File: src/rtl/mem_miss_arbiter.sv
// Arbitrates the shared main-memory refill port between icache and dcache misses.
// One transaction in flight at a time, round-robin on ties, with a response timeout.
module mem_miss_arbiter #(
  parameter int ADDR_W         = 20,
  parameter int LINE_W         = 128,
  parameter int TIMEOUT_CYCLES = 256
) (
  input  logic                     clock,
  input  logic                     reset,
  input  logic                     ic_req_valid,
  input  logic [ADDR_W+LINE_W:0]   ic_req_info,
  output logic                     ic_rsp_valid,
  output logic [LINE_W-1:0]        ic_rsp_data,
  output logic                     ic_rsp_bus_error,
  input  logic                     dc_req_valid,
  input  logic [ADDR_W+LINE_W:0]   dc_req_info,
  output logic                     dc_rsp_valid,
  output logic [LINE_W-1:0]        dc_rsp_data,
  output logic                     dc_rsp_bus_error,
  output logic                     mem_req_valid,
  input  logic                     mem_req_ready,
  output logic [ADDR_W+LINE_W:0]   mem_req_info,
  input  logic                     mem_rsp_valid,
  input  logic [LINE_W-1:0]        mem_rsp_data,
  input  logic                     mem_rsp_bus_error,
  output logic                     arb_busy
);

  localparam int INFO_W = ADDR_W + LINE_W + 1;
  localparam int CNT_W  = $clog2(TIMEOUT_CYCLES);

  typedef enum logic [1:0] {IDLE, ISSUE, WAIT_RSP} state_t;
  typedef enum logic {ICACHE, DCACHE} src_t;

  state_t            state;
  src_t              grant;
  src_t              last_grant;
  src_t              pick;
  logic              pend_ic;
  logic              pend_dc;
  logic [INFO_W-1:0] buf_ic;
  logic [INFO_W-1:0] buf_dc;
  logic [CNT_W-1:0]  wait_cnt;
  logic              rsp_done;
  logic              time_done;
  logic              complete;

  // A real response in the final wait cycle takes precedence over the timeout.
  assign rsp_done  = (state == WAIT_RSP) && mem_rsp_valid;
  assign time_done = (state == WAIT_RSP) && !mem_rsp_valid &&
                     (wait_cnt == CNT_W'(TIMEOUT_CYCLES - 1));
  assign complete  = rsp_done || time_done;
  assign arb_busy  = (state != IDLE);

  always_comb begin
    pick = ICACHE;
    if (pend_ic && pend_dc) begin
      if (last_grant == ICACHE) pick = DCACHE;
      else                      pick = ICACHE;
    end else if (pend_dc) begin
      pick = DCACHE;
    end
  end

  // One-entry miss buffers; a pulse while already pending is dropped.
  always_ff @(posedge clock or negedge reset) begin
    if (!reset) begin
      pend_ic <= 1'b0;
      pend_dc <= 1'b0;
      buf_ic  <= '0;
      buf_dc  <= '0;
    end else begin
      if (complete && grant == ICACHE) begin
        pend_ic <= 1'b0;
      end else if (ic_req_valid && !pend_ic) begin
        pend_ic <= 1'b1;
        buf_ic  <= ic_req_info;
      end
      if (complete && grant == DCACHE) begin
        pend_dc <= 1'b0;
      end else if (dc_req_valid && !pend_dc) begin
        pend_dc <= 1'b1;
        buf_dc  <= dc_req_info;
      end
    end
  end

  always_ff @(posedge clock or negedge reset) begin
    if (!reset) begin
      state            <= IDLE;
      grant            <= ICACHE;
      last_grant       <= ICACHE;
      wait_cnt         <= '0;
      mem_req_valid    <= 1'b0;
      mem_req_info     <= '0;
      ic_rsp_valid     <= 1'b0;
      ic_rsp_data      <= '0;
      ic_rsp_bus_error <= 1'b0;
      dc_rsp_valid     <= 1'b0;
      dc_rsp_data      <= '0;
      dc_rsp_bus_error <= 1'b0;
    end else begin
      ic_rsp_valid     <= 1'b0;
      ic_rsp_data      <= '0;
      ic_rsp_bus_error <= 1'b0;
      dc_rsp_valid     <= 1'b0;
      dc_rsp_data      <= '0;
      dc_rsp_bus_error <= 1'b0;
      case (state)
        IDLE: begin
          if (pend_ic || pend_dc) begin
            grant         <= pick;
            mem_req_valid <= 1'b1;
            mem_req_info  <= (pick == DCACHE) ? buf_dc : buf_ic;
            state         <= ISSUE;
          end
        end
        ISSUE: begin
          if (mem_req_ready) begin
            mem_req_valid <= 1'b0;
            mem_req_info  <= '0;
            wait_cnt      <= '0;
            state         <= WAIT_RSP;
          end
        end
        WAIT_RSP: begin
          if (complete) begin
            if (grant == DCACHE) begin
              dc_rsp_valid     <= 1'b1;
              dc_rsp_data      <= rsp_done ? mem_rsp_data : '0;
              dc_rsp_bus_error <= rsp_done ? mem_rsp_bus_error : 1'b1;
            end else begin
              ic_rsp_valid     <= 1'b1;
              ic_rsp_data      <= rsp_done ? mem_rsp_data : '0;
              ic_rsp_bus_error <= rsp_done ? mem_rsp_bus_error : 1'b1;
            end
            last_grant <= grant;
            state      <= IDLE;
          end else begin
            wait_cnt <= wait_cnt + 1'b1;
          end
        end
        default: state <= IDLE;
      endcase
    end
  end

endmodule

File: config.mk
export PLATFORM = sky130hd
export DESIGN_NAME = mem_miss_arbiter
export DESIGN_NICKNAME = d
export VERILOG_FILES = /design/src/rtl/mem_miss_arbiter.sv
export SDC_FILE = /design/constraint.sdc
export NUM_CORES = 1
export LEC_CHECK = 0
export CAP_MARGIN = 20
export CORE_AREA = 2 2 325 327
export CTS_CLUSTER_DIAMETER = 100
export CTS_CLUSTER_SIZE = 30
export DETAILED_ROUTE_END_ITERATION = 12
export DIE_AREA = 0 0 327 329
export PLACE_DENSITY_LB_ADDON = 0.1
export SYNTH_ARGS = -nofsm -noshare
export SYNTH_HDL_FRONTEND = slang
export SYNTH_SLANG_ARGS = --single-unit
File: constraint.sdc
create_clock -name clock -period 4.6 [get_ports clock]
set_clock_uncertainty 0.2 [all_clocks]
set_input_delay 1.38 -clock clock [delete_from_list [all_inputs] [get_ports clock]]
set_output_delay 1.38 -clock clock [all_outputs]
set_load 0.02 [all_outputs]
## Word level (Yosys, flattened, before mapping)

Index checks and enable logic that the tools add are counted.

- Bits in registers: 722
- Input bits: 433
- Output and inout bits: 411
- Logic and storage cells: 94

- $add $sub $neg: 1
- Equal/unequal tests: 7
- Multiplexer cells: 41
- Bitwise logic cells: 3
- Reductions and logical operators: 26

Operator list:

| operator | number |
|---|---|
| $mux W128 | 7 |
| $mux W149 | 3 |
| $pmux W149 S2 | 1 |
| $mux W1 | 22 |
| $mux W8 | 2 |
| $pmux W8 S2 | 1 |
| $reduce_bool A2 Y1 | 5 |
| $reduce_and A3 Y1 | 3 |
| $add A8 B1 Y8 const B | 1 |
| $eq A8 B8 Y1 const B | 1 |
| $logic_and A1 B1 Y1 | 8 |
| $ne A2 B2 Y1 const B | 4 |
| $reduce_and A2 Y1 | 4 |
| $mux W2 | 3 |
| $pmux W2 S3 | 1 |
| $logic_not A1 Y1 | 3 |
| $not A1 Y1 | 3 |
| $eq A2 B1 Y1 const B | 1 |
| $eq A2 B2 Y1 const B | 1 |
| $logic_not A2 Y1 | 1 |
| $logic_or A1 B1 Y1 | 2 |
| $pmux W1 S2 | 1 |

## Logic depth before layout (Yosys ltp)

Gate-level depths: netlist of the first run.

- Depth after elaboration: 7
- Mapped depth: 8
- Mapped depth without buffers: 5

## Least setup slack after synthesis of the first run

OpenSTA, ideal clock, no wires.

- Path kind: input to register
- Start point: in mem_req_ready
- End point: reg mem_req_info[38]
- Setup time: 0.130 ns
- Arrival: 2.435 ns
- Required time: 4.270 ns
- Slack: 1.836 ns
- Stages: 8
- Path buffers: 4
- Cell sequence: nand2_1 -> or2_0 -> clkbuf_1 -> and2_1 -> buf_2 -> buf_6 -> buf_6 -> o2bb2ai_1

- Word-level cells in the longest chain between the ends: 2

Ends and longest elaborated chain:

| what | RTL line | source |
|---|---|---|
| from (decl) | 21 | `input logic mem_req_ready,` |
| $ne A2 B2 Y1 (no source line) | n/a |  |
| $reduce_and A3 Y1 (no source line) | n/a |  |
| to (signal assigned) | 114 | `mem_req_info <= (pick == DCACHE) ? buf_dc : buf_ic;` |
| to (decl) | 22 | `output logic [ADDR_W+LINE_W:0] mem_req_info,` |

No other way between the ends.
A chain may end at the register's enable or synchronous reset.

## Worst setup path after layout of the first run

- Start point: reg state[1]
- End point: out arb_busy

- Word-level cells in the longest chain between the ends: 1

Ends and longest elaborated chain:

| what | RTL line | source |
|---|---|---|
| from (decl) | 35 | `state_t state;` |
| from (signal assigned) | 90 | `state <= IDLE;` |
| from (signal assigned) | 115 | `state <= ISSUE;` |
| from (signal assigned) | 123 | `state <= WAIT_RSP;` |
| $reduce_bool A2 Y1 | 53 | `assign arb_busy = (state != IDLE);` |
| to (decl) | 26 | `output logic arb_busy` |

No other way between the ends.

==> metrics.yaml, run 1 <==
crit_required_ns: 3.02
antenna_found_initial: 43
cts_tree: "yes"
finalSetupTns_ns: 0
postCtsSetupBuffers: 0
cts_max_level: 2
post-route-period-util_pct: 82.6
vdd_drop_max_mv: 0.467
status: "complete, no violations"
cts_root_buffer: "clkbuf_16"
core_area_mm2: 0.104
crit_arrival_ns: 2.22
slew_headroom_pct: 25.1
grt_max_degree: 153
cp_max_fo: 10
cts.sinks: 722
rows: 119
crit_family: "buffers and inverters"
clock_path_buffers: 3
ys_seq_area_share_pct: 67.0
grt_pass1_wl_mm: 142
netlist_instances: 1763
cts_buffers: 36
critPathBufInv: 2
worstMarginPinSlew_ns: 1.12
slowest_stage: "clkdlybuf4s50_1"
synth-seq-cells: 722
finalPower_uw: 21400
p_leak_uw: 0.0169
min_from: "buf_ic[128]$_DFFE_PN0P_"
initial_core_util_pct: 25.8
grt.overflow.total: 0
hold_path.class: "reg -> reg"
area_growth_pct: 42.1
rsz0062_at_grt: "no"
vias: 17400
dieArea_mm2: 0.108
crit_type: "reg -> out"
wire_per_inst_um: 25.0
synthFlopType: "dfrtp_1"
insertion_delay_ns: 0.62
power_density_mw_per_mm2: 559
dieHeight_um: 329
post_cts_resized: 0
yosysWarnings: 0
reg2reg_from: "wait_cnt[0]$_DFFE_PN0P_"
die_w_um: 327
synth_edf_count: 0
port-buffer-count: 843
syn_avg_cell_area_um2: 15.3
critPathCaptureType: "output pin"
synth.distinct_cells: 38
hold_path_end: "buf_ic[128]$_DFFE_PN0P_"
postCtsHoldBufs: 0
final_util_pct: 36.7
via_per_inst: 4.35
timing.rr.end: "buf_ic[125]$_DFFE_PN0P_"
drt-initial-drc-count: 742
crit_cells: 3
drtPass1Iterations: 4
final-hold-violation-count: 0
syn_area_mm2: 0.0270
drc: 0
cp_slowest_stage_delay_ns: 0.71
min_path_cells: 1
maxSlewViolCount: 0
grt_pass1_vias: 19300
rrSetupSlack_ns: 1.84
drt_wl_total_mm: 100
gp_congestion: 0.832
ant_nets: 0
dp_hpwl_mm: 72.8
track_usage_pct: 18.1
setup_slack_ns: 0.798
crit_chain: "nor2_1, inv_1, clkdlybuf4s50_1"
post-place-ws_ns: 0.909
maxCapViolCount: 0
worstRegToRegCells: 6
nets: 3003
cp-start-kind: "register"
finalCriticalPeriod_ns: 3.80
synth_fp_nets: 2197
clkSlewWorstSetupHoldPaths_ns: 0.10
setup_viol: 0
async_reset_ff_share_pct: 100
drive_above_1_share_pct: 9.25
io_pins: 844
max_freq_mhz: 263
[registers in the layout, indices dropped and copies added, names as in the netlist]
| signal | count |
|---|---|
| buf_dc | 149 |
| buf_ic | 149 |
| mem_req_info | 149 |
| dc_rsp_data | 128 |
| ic_rsp_data | 128 |
| wait_cnt | 8 |
| state | 2 |
| dc_rsp_bus_error | 1 |
| dc_rsp_valid | 1 |
| grant | 1 |
| ic_rsp_bus_error | 1 |
| ic_rsp_valid | 1 |
| last_grant | 1 |
| mem_req_valid | 1 |
| pend_dc | 1 |
| pend_ic | 1 |
[worst register-to-register path: stages (launching register included)]
cell and delay, ns:
dfrtp_1 0.43, ha_1 0.26, and3_1 0.28, a21o_2 0.25
a21oi_4 0.20, buf_12 0.48, mux2_1 0.54
[how the worst max path moves through the flow]
stage	from	end
after floorplan	mem_req_ready	mem_req_info[38]$_DFFE_PN0P_
after global placement	mem_rsp_valid	buf_ic[34]$_DFFE_PN0P_
after detailed placement	mem_rsp_valid	buf_ic[125]$_DFFE_PN0P_
after CTS	state[0]$_DFFE_PN0P_	arb_busy
after global routing	state[0]$_DFFE_PN0P_	arb_busy
final	state[1]$_DFFE_PN0P_	arb_busy
[report_power, final]
part | switching, uW | internal, uW
sequential | 1050 | 8360
clock | 2350 | 1860
combinational | 4080 | 3720
total | 7480 | 13900
[synth_stat cells, drive strengths merged (2+ instances only)]
| master | n | area share, % |
|---|---|---|
| and3 | 4 | 0.093 |
| clkbuf | 50 | 0.70 |
| nor2b | 2 | 0.056 |
| a31oi | 5 | 0.12 |
| and2 | 257 | 6.0 |
| dfrtp | 722 | 67 |
| nand2 | 10 | 0.14 |
| inv | 2 | 0.028 |
| nor2 | 10 | 0.14 |
| buf | 64 | 1.9 |
| mux2i | 149 | 5.5 |
| o2bb2ai | 149 | 4.8 |
| nand3 | 4 | 0.074 |
| nor3 | 2 | 0.037 |
| a21o | 2 | 0.060 |
| o21ai | 9 | 0.19 |
| mux2 | 300 | 13 |
| and4 | 2 | 0.065 |
| a21oi | 7 | 0.19 |
| a21boi | 3 | 0.084 |
| nand2b | 2 | 0.046 |
[cells by family after synthesis]
kind of cell	synth area share [%]
adders and majority gates	0.0464
muxes	18.1
buffers and inverters	2.60
and+or+nand+nor	6.69
DFF	67.0
AOI/OAI and AO/OA	5.61
[layer usage]
metal,vias up,GRT usage (%),routed length [um]
met4,36,4.63,2050
met3,133,7.08,8780
li1,7724,-,-
met2,543,31.7,50500
met5,-,0,250
met1,8943,20.7,38500
[placed cells by master, fill, tap and decap left out, types with 2 or more instances in the layout]
master and n:
a21boi_0 2, a21oi_1 5, a31oi_1 5, and2_1 256, and3_1 3, and4_1 2, buf_12 16, buf_4 23
bufinv_16 5, clkbuf_1 2, clkbuf_16 37, clkdlybuf4s50_1 842, clkinvlp_4 4, dfrtp_1 722, diode_2 12, inv_1 2
inv_6 5, inv_8 5, mux2_1 172, mux2_2 128, mux2i_1 149, nand2_1 10, nand2b_1 2, nand3_1 4
nor2_1 9, nor3_1 2, o21ai_0 7, o21ai_4 2, o2bb2ai_1 149
[layout make-up]
class	instances	area [um2]
inverters	2	7.51
clock buffers	39	933
diodes	12	30.0
flip-flops and latches	722	18100
clock inverters	24	360
well taps	1391	1740
repair buffers	882	8940
fillers	9965	66100
multi-input cells	925	8240
[through the flow]
step,hold slack (ns),cell area (um2),cells
detailed placement,0.273,37000,3922
finish,0.290,38300,3997
global route,0.306,38300,3992
global placement,0.267,37000,3922
floorplan,0.244,27000,1763
CTS,0.298,38300,3985
(Power assumes the default switching activity.)
==> run 2: changes to the inputs <==
==> constraint.sdc (replaced) <==
create_clock -name clock -period 3.75 [get_ports clock]
set_clock_uncertainty 0.2 [all_clocks]
set_input_delay 1.125 -clock clock [delete_from_list [all_inputs] [get_ports clock]]
set_output_delay 1.125 -clock clock [all_outputs]
set_load 0.02 [all_outputs]
==> run 2 against run 1 <==
Combinational power up 23%. Wire length up 0.44%. Via count up 0.81%. Final cell count up 0.28%. Critical path depth unchanged. Clock power up 19%. Core utilization up 0.11 points. First-iteration DRC count down 21%. Worst hold slack better by 0.0023 ns. Sequential cell count unchanged. Largest power group unchanged. Non-clock buffer count up 11.
==> metrics.yaml, run 2 (synthesis gave the netlist of run 1 again) <==
final_cell_mix: "842 x clkdlybuf4s50_1, 722 x dfrtp_1, 256 x and2_1"
postCtsHoldBufs: 0  # unchanged
cts_tree: "yes"
rsz0062_at_grt: "no"
p_leak_uw: 0.0170  # +0.41%
postCtsSetupBuffers: 0  # unchanged
cts_root_buffer: "clkbuf_16"
final-hold-violation-count: 0  # unchanged
num-fill-cells: 10000  # +0.76%
rrSetupSlack_ns: 1.07  # -0.77 ns
min_from: "buf_ic[45]$_DFFE_PN0P_"
cp-start-kind: "register"
area_growth_pct: 42.5
via_per_inst: 4.37  # +0.53%
maxCapViolCount: 0  # unchanged
core_area_mm2: 0.104  # unchanged
hold_path_end: "buf_ic[45]$_DFFE_PN0P_"
cts.sinks: 722  # unchanged
initial_core_util_pct: 25.8  # unchanged
worstMarginPinSlew_ns: 1.18  # +0.0571 ns
finalSetupTns_ns: 0  # unchanged
dieArea_mm2: 0.108  # unchanged
cp_max_fo: 8  # -2
cts_buffers: 35  # -2.8%
worstRegToRegCells: 6  # unchanged
drt-initial-drc-count: 583  # -21%
dp_hpwl_mm: 72.9  # +0.14%
clkSlewWorstSetupHoldPaths_ns: 0.10  # about the same
grt_pass1_vias: 19400  # +0.27%
grt_pass1_wl_mm: 143  # +0.98%
cts_max_level: 2  # unchanged
grt.overflow.total: 0  # unchanged
maxSlewViolCount: 0  # unchanged
ant_nets: 0  # unchanged
drc: 0  # unchanged
final_util_pct: 36.8  # +0.11 points
grt_max_degree: 153  # unchanged
post_cts_resized: 1  # +1
wire_per_inst_um: 25.1  # +0.16%
min_path_cells: 1  # unchanged
rows: 119  # unchanged
track_usage_pct: 18.4  # +0.23 points
setup_viol: 0  # unchanged
insertion_delay_ns: 0.63  # about the same
crit_chain: "nor2_2, inv_1, clkdlybuf4s50_1"
final_common_cell: "clkdlybuf4s50_1"
post-route-period-util_pct: 93.1
drt_wl_total_mm: 101  # +0.44%
finalCriticalPeriod_ns: 3.49
vias: 17500  # +0.81%
cp_slowest_stage_delay_ns: 0.63  # -0.08 ns
slew_headroom_pct: 21.3  # -3.8 points
power_density_mw_per_mm2: 680  # +22%
timing.rr.end: "buf_ic[73]$_DFFE_PN0P_"
max_freq_mhz: 286
antenna_found_initial: 39  # -9.3%
gp_congestion: 0.825  # -0.85%
drtPass1Iterations: 4  # unchanged
critPathCaptureType: "output pin"
io_pins: 844  # unchanged
nets: 3013  # +0.33%
crit_arrival_ns: 2.17  # -0.05 ns
reg_top3: "buf_dc (149), buf_ic (149), mem_req_info (149)"
status: "complete, no violations"
drive_above_1_share_pct: 9.53  # +0.28 points
dieHeight_um: 329  # unchanged
port-buffer-count: 843  # unchanged
crit_type: "reg -> out"
vdd_drop_max_mv: 0.614  # +32%
crit_required_ns: 2.42  # -0.60 ns
hold_path.class: "reg -> reg"
die_w_um: 327  # unchanged
slowest_stage: "clkdlybuf4s50_1"
reg2reg_from: "wait_cnt[0]$_DFFE_PN0P_"
clock_path_buffers: 3  # unchanged
run 2: cell types whose count changed in the layout (fill, tap and decap cells not counted), moves of 2 or more:
cell,delta
clkbuf_1,+2
clkinv_8,+3
clkbuf_16,-2
inv_8,-5
buf_12,+6
buf_4,+5
clkbuf_8,+2
diode_2,+2
clkinvlp_4,-4
run 2: worst max-delay path, delay by kind of cell (launching register included):
kind | cells | cell delay [ns]
and+or+nand+nor | 1 | 0.33
buffers and inverters | 2 | 0.72
DFF | 1 | 0.51
run 2: layer usage:
metal,GRT usage (%),vias up,part of all wire [%]
met4,3.65,26,1.8
met1,21.0,9064,38
li1,-,7780,-
met5,0,-,0.17
met2,32.6,531,51
met3,7.09,118,8.6
run 2: worst max-delay path by stage:
| stage | start | end | slack (ns) | cells past startpoint |
|---|---|---|---|---|
| floorplan | mem_req_ready | mem_req_info[38]$_DFFE_PN0P_ | 1.24 | 8 |
| global placement | mem_req_ready | mem_req_info[4]$_DFFE_PN0P_ | 0.29 | 6 |
| detailed placement | mem_req_ready | mem_req_info[7]$_DFFE_PN0P_ | 0.28 | 6 |
| CTS | state[0]$_DFFE_PN0P_ | arb_busy | 0.14 | 3 |
| global route | state[0]$_DFFE_PN0P_ | arb_busy | 0.1 | 3 |
| finish | state[0]$_DFFE_PN0P_ | arb_busy | 0.26 | 3 |
run 2: where the power goes:
part,switching (uW),leakage [uW],internal (uW)
clock network,2830,0.000604,2160
logic,5000,0.00704,4630
registers,1260,0.00936,10300
total,9100,0.0170,17000
run 2: cell type report:
class,count,area (um2),area share (%)
antenna,14,35.0,0.0911
clock buffer,41,918,2.39
clock inverter,20,329,0.856
timing repair buffer,893,9090,23.7
sequential,722,18100,47.0
tap,1391,1740,4.53
inverter,2,7.51,0.0195
multi-input combinational,925,8240,21.4
run 2: stage by stage:
stage | setup slack [ns] | instances | hold WS (ns) | instance area (um2) | total power (uW)
global placement | 0.291 | 3933 | 0.261 | 37200 | 21300
floorplan | 1.24 | 1763 | 0.244 | 27000 | 17200
CTS | 0.136 | 3994 | 0.295 | 38400 | 26700
global route | 0.0968 | 3996 | 0.307 | 38400 | 27800
finish | 0.258 | 4008 | 0.292 | 38400 | 26100
detailed placement | 0.283 | 3933 | 0.269 | 37200 | 21600
==> run 3: changes to the inputs <==
--- a/config.mk
+++ b/config.mk
@@ -5,12 +5,13 @@
 export SDC_FILE = /design/constraint.sdc
 export NUM_CORES = 1
 export LEC_CHECK = 0
+export ABC_AREA = 1
 export CAP_MARGIN = 20
-export CORE_AREA = 2 2 325 327
+export CORE_AREA = 2 2 331 333
 export CTS_CLUSTER_DIAMETER = 100
 export CTS_CLUSTER_SIZE = 30
 export DETAILED_ROUTE_END_ITERATION = 12
-export DIE_AREA = 0 0 327 329
+export DIE_AREA = 0 0 333 335
 export PLACE_DENSITY_LB_ADDON = 0.1
 export SYNTH_ARGS = -nofsm -noshare
 export SYNTH_HDL_FRONTEND = slang
==> run 3 against run 2 <==
Worst setup slack better by 0.11 ns. Highest routed layer unchanged. Largest power group unchanged. Sequential share of layout area down 1.2 points. Via count up 36%. Final area increased by 2.7%. Core utilization decreased by 0.32 points. First-iteration DRC count rose to 2.6 times the previous value. Register-to-register slack better by 0.15 ns. Fmax is 3.4% higher. Worst hold slack lost 0.029 ns. Sequential power hardly changed. Clock-buffer cell count is 2 lower.
==> metrics.yaml, run 3 <==
status: "complete, no violations"
design_area_mm2: 0.0395  # +2.7%
io_pins: 844  # unchanged
grt_max_degree: 175  # +14%
switching_share_pct: 40.9  # +6.0 points
maxSlewViolCount: 0  # unchanged
power.switching_uw: 11300  # +24%
antenna_found_initial: 39  # unchanged
synth_commonest_cells: "722 x dfrtp_1, 637 x nand2_1, 454 x nand3_1"
cts_max_level: 2  # unchanged
wire_per_inst_um: 24.3  # -3.2%
power_density_mw_per_mm2: 702  # +3.1%
ys_seq_area_share_pct: 64.7  # -2.3 points
cts.sinks: 722  # unchanged
grt_pass1_vias: 24800  # +28%
reg_top3: "buf_dc (149), buf_ic (149), mem_req_info (149)"
rsz0062_at_grt: "no"
dieArea_mm2: 0.112  # +3.7%
muxShareOfSynthArea_pct: 0  # -18 points
postCtsHoldBufs: 0  # unchanged
yosysMostFrequentCell: "dfrtp_1"
async_reset_ff_share_pct: 100  # unchanged
placed_area_mm2: 0.0381  # +2.5%
insertion_delay_ns: 0.63  # about the same
yosys.area.top_type: "dfrtp_1"
dp_hpwl_mm: 85.7  # +18%
finalCriticalPeriod_ns: 3.38  # -0.115 ns
die_w_um: 333  # +1.8%
post_cts_resized: 0  # -1
drt-initial-drc-count: 1492  # +160%
reg2reg_from: "state[1]$_DFFE_PN0P_"
slew_headroom_pct: 32.2  # +11 points
syn_area_mm2: 0.0279  # +3.6%
final_common_cell: "clkdlybuf4s50_1"
finalPower_uw: 27700  # +5.9%
synthAdderAreaFrac_pct: 0.0448  # -0.0016 points
crit_type: "reg -> out"
synth_top_family_by_area: "simple AND/OR/NAND/NOR gates"
worstRegToRegCells: 6  # unchanged
timing.rr.end: "mem_req_info[134]$_DFFE_PN0P_"
gp_congestion: 0.826  # about the same
combinationalPowerShare_pct: 38.7  # +1.9 points
crit_arrival_ns: 2.05  # -0.12 ns
power.internal_uw: 16400  # -4.0%
synth_compound_area_share_pct: 5.45  # -0.16 points
synthTopCellsByArea: "dfrtp_1 65%, nand2_1 8.6%, nand3_1 8.1%, o21ai_0 5.2%, nor3_1 4.6%"
p_leak_uw: 0.0182  # +7.0%
drc: 0  # unchanged
postCtsSetupBuffers: 0  # unchanged
synthFlopType: "dfrtp_1"
clkPwrFrac_pct: 19.2  # about the same
netlist_instances: 2937  # +67%
final-hold-violation-count: 0  # unchanged
crit_required_ns: 2.42  # about the same
p_seq_share_pct: 42.1  # -2.0 points
drive_above_1_share_pct: 4.08  # -5.5 points
final_cell_mix: "842 x clkdlybuf4s50_1, 721 x dfrtp_1, 636 x nand2_1"
synth-seq-cells: 722  # unchanged
setup_viol: 0  # unchanged
clkSlewWorstSetupHoldPaths_ns: 0.12  # +0.02 ns
grt.overflow.total: 0  # unchanged
ant_nets: 0  # unchanged
clock_path_buffers: 3  # unchanged
max_freq_mhz: 296  # +3.4%
via_per_inst: 4.66  # +6.7%
critPathCaptureType: "output pin"
drt_wl_total_mm: 124  # +23%
grt_pass1_wl_mm: 180  # +26%
dieHeight_um: 335  # +1.8%
core_area_mm2: 0.108  # +3.6%
cts_root_buffer: "clkbuf_16"
nets: 4086  # +36%
port-buffer-count: 843  # unchanged
vias: 23800  # +36%
cts_tree: "yes"
yosysWarnings: 0  # unchanged
synth_fp_nets: 3371  # +53%
worstMarginPinSlew_ns: 1.02  # -0.163 ns
vdd_drop_max_mv: 0.761  # +24%
synth_xor_area_share_pct: 0  # unchanged
syn_avg_cell_area_um2: 9.51  # -38%
rrSetupSlack_ns: 1.22  # +0.15 ns
finalSetupTns_ns: 0  # unchanged
cp-start-kind: "register"
maxCapViolCount: 0  # unchanged
rows: 121  # +1.7%
initial_core_util_pct: 25.8  # about the same
cp_max_fo: 3  # -5
area_growth_pct: 41.2
synth.distinct_cells: 22  # -42%
drtPass1Iterations: 5  # +1
post-route-period-util_pct: 90.1  # -3.1 points
yosysTopAreaCellShare_pct: 64.7  # -2.3 points
track_usage_pct: 21.9  # +3.5 points
synth_edf_count: 0  # unchanged
hold_path.class: "in -> async"
cts_buffers: 37  # +5.7%
synth-simple-area-share_pct: 23.9  # +17 points
## run 3: per-stage QoR
step	worst slack (ns)	utilization, %	std cells	hold slack (ns)
after floorplan	1.40	-	2937	0.237
final	0.372	36.5	5101	0.263
after global placement	0.263	35.2	5027	0.249
after CTS	0.323	36.5	5093	0.252
after detailed placement	0.221	35.2	5027	0.253
after global routing	0.301	36.5	5099	0.258
## run 3: worst max-delay path by stage
stage | from | endpoint | slack [ns] | cells after the start
3_5_place_dp | mem_rsp_valid | buf_ic[41]$_DFFE_PN0P_ | 0.22 | 8
4_1_cts | state[1]$_DFFE_PN0P_ | arb_busy | 0.32 | 3
5_1_grt | state[0]$_DFFE_PN0P_ | arb_busy | 0.30 | 3
2_1_floorplan | dc_req_valid | buf_dc[38]$_DFFE_PN0P_ | 1.40 | 6
6_report | state[1]$_DFFE_PN0P_ | arb_busy | 0.37 | 3
3_3_place_gp | mem_rsp_valid | buf_ic[138]$_DFFE_PN0P_ | 0.26 | 8
## run 3: power groups by stage
stage / Combinational (uW) / Clock [uW] / Sequential [uW]
5_1_grt: 11900 / 5820 / 12000
3_3_place_gp: 10900 / 0 / 11800
3_5_place_dp: 10900 / 0 / 11800
4_1_cts: 11000 / 5550 / 11700
6_report: 10700 / 5330 / 11700
2_1_floorplan: 4890 / 0 / 12400
## run 3: layout make-up
class	instances	area, um2
inverters	148	568
fillers	11100	68600
clock inverters	27	428
clock buffers	39	933
well taps	1414	1770
flip-flops and latches	722	18100
diodes	8	20.0
repair buffers	909	9360
multi-input cells	1834	8310
## run 3: metal layers
metal	track usage [%]	up-vias	wire, um
met2	38.1	684	62500
met4	5.59	28	2720
li1	-	11000	-
met1	25.6	11900	48300
met3	7.41	161	10200
met5	0	-	169
## run 3: logic make-up (layout without fill, tap and decap cells)
family                   count (synthesis)  in the layout
other                                    0              8
AO/OA/AOI/OAI                          304            304
adder cells (fa/ha/maj)                  1              1
flip-flops                             722            722
buffers and inverters                  381           1123
AND/OR/NAND/NOR                       1529           1529
## run 3: worst max-delay path: stages (launching register included)
cell             delay, ns
dfrtp_1               0.38
inv_1                 0.09
nand2_1               0.19
clkdlybuf4s50_1       0.77
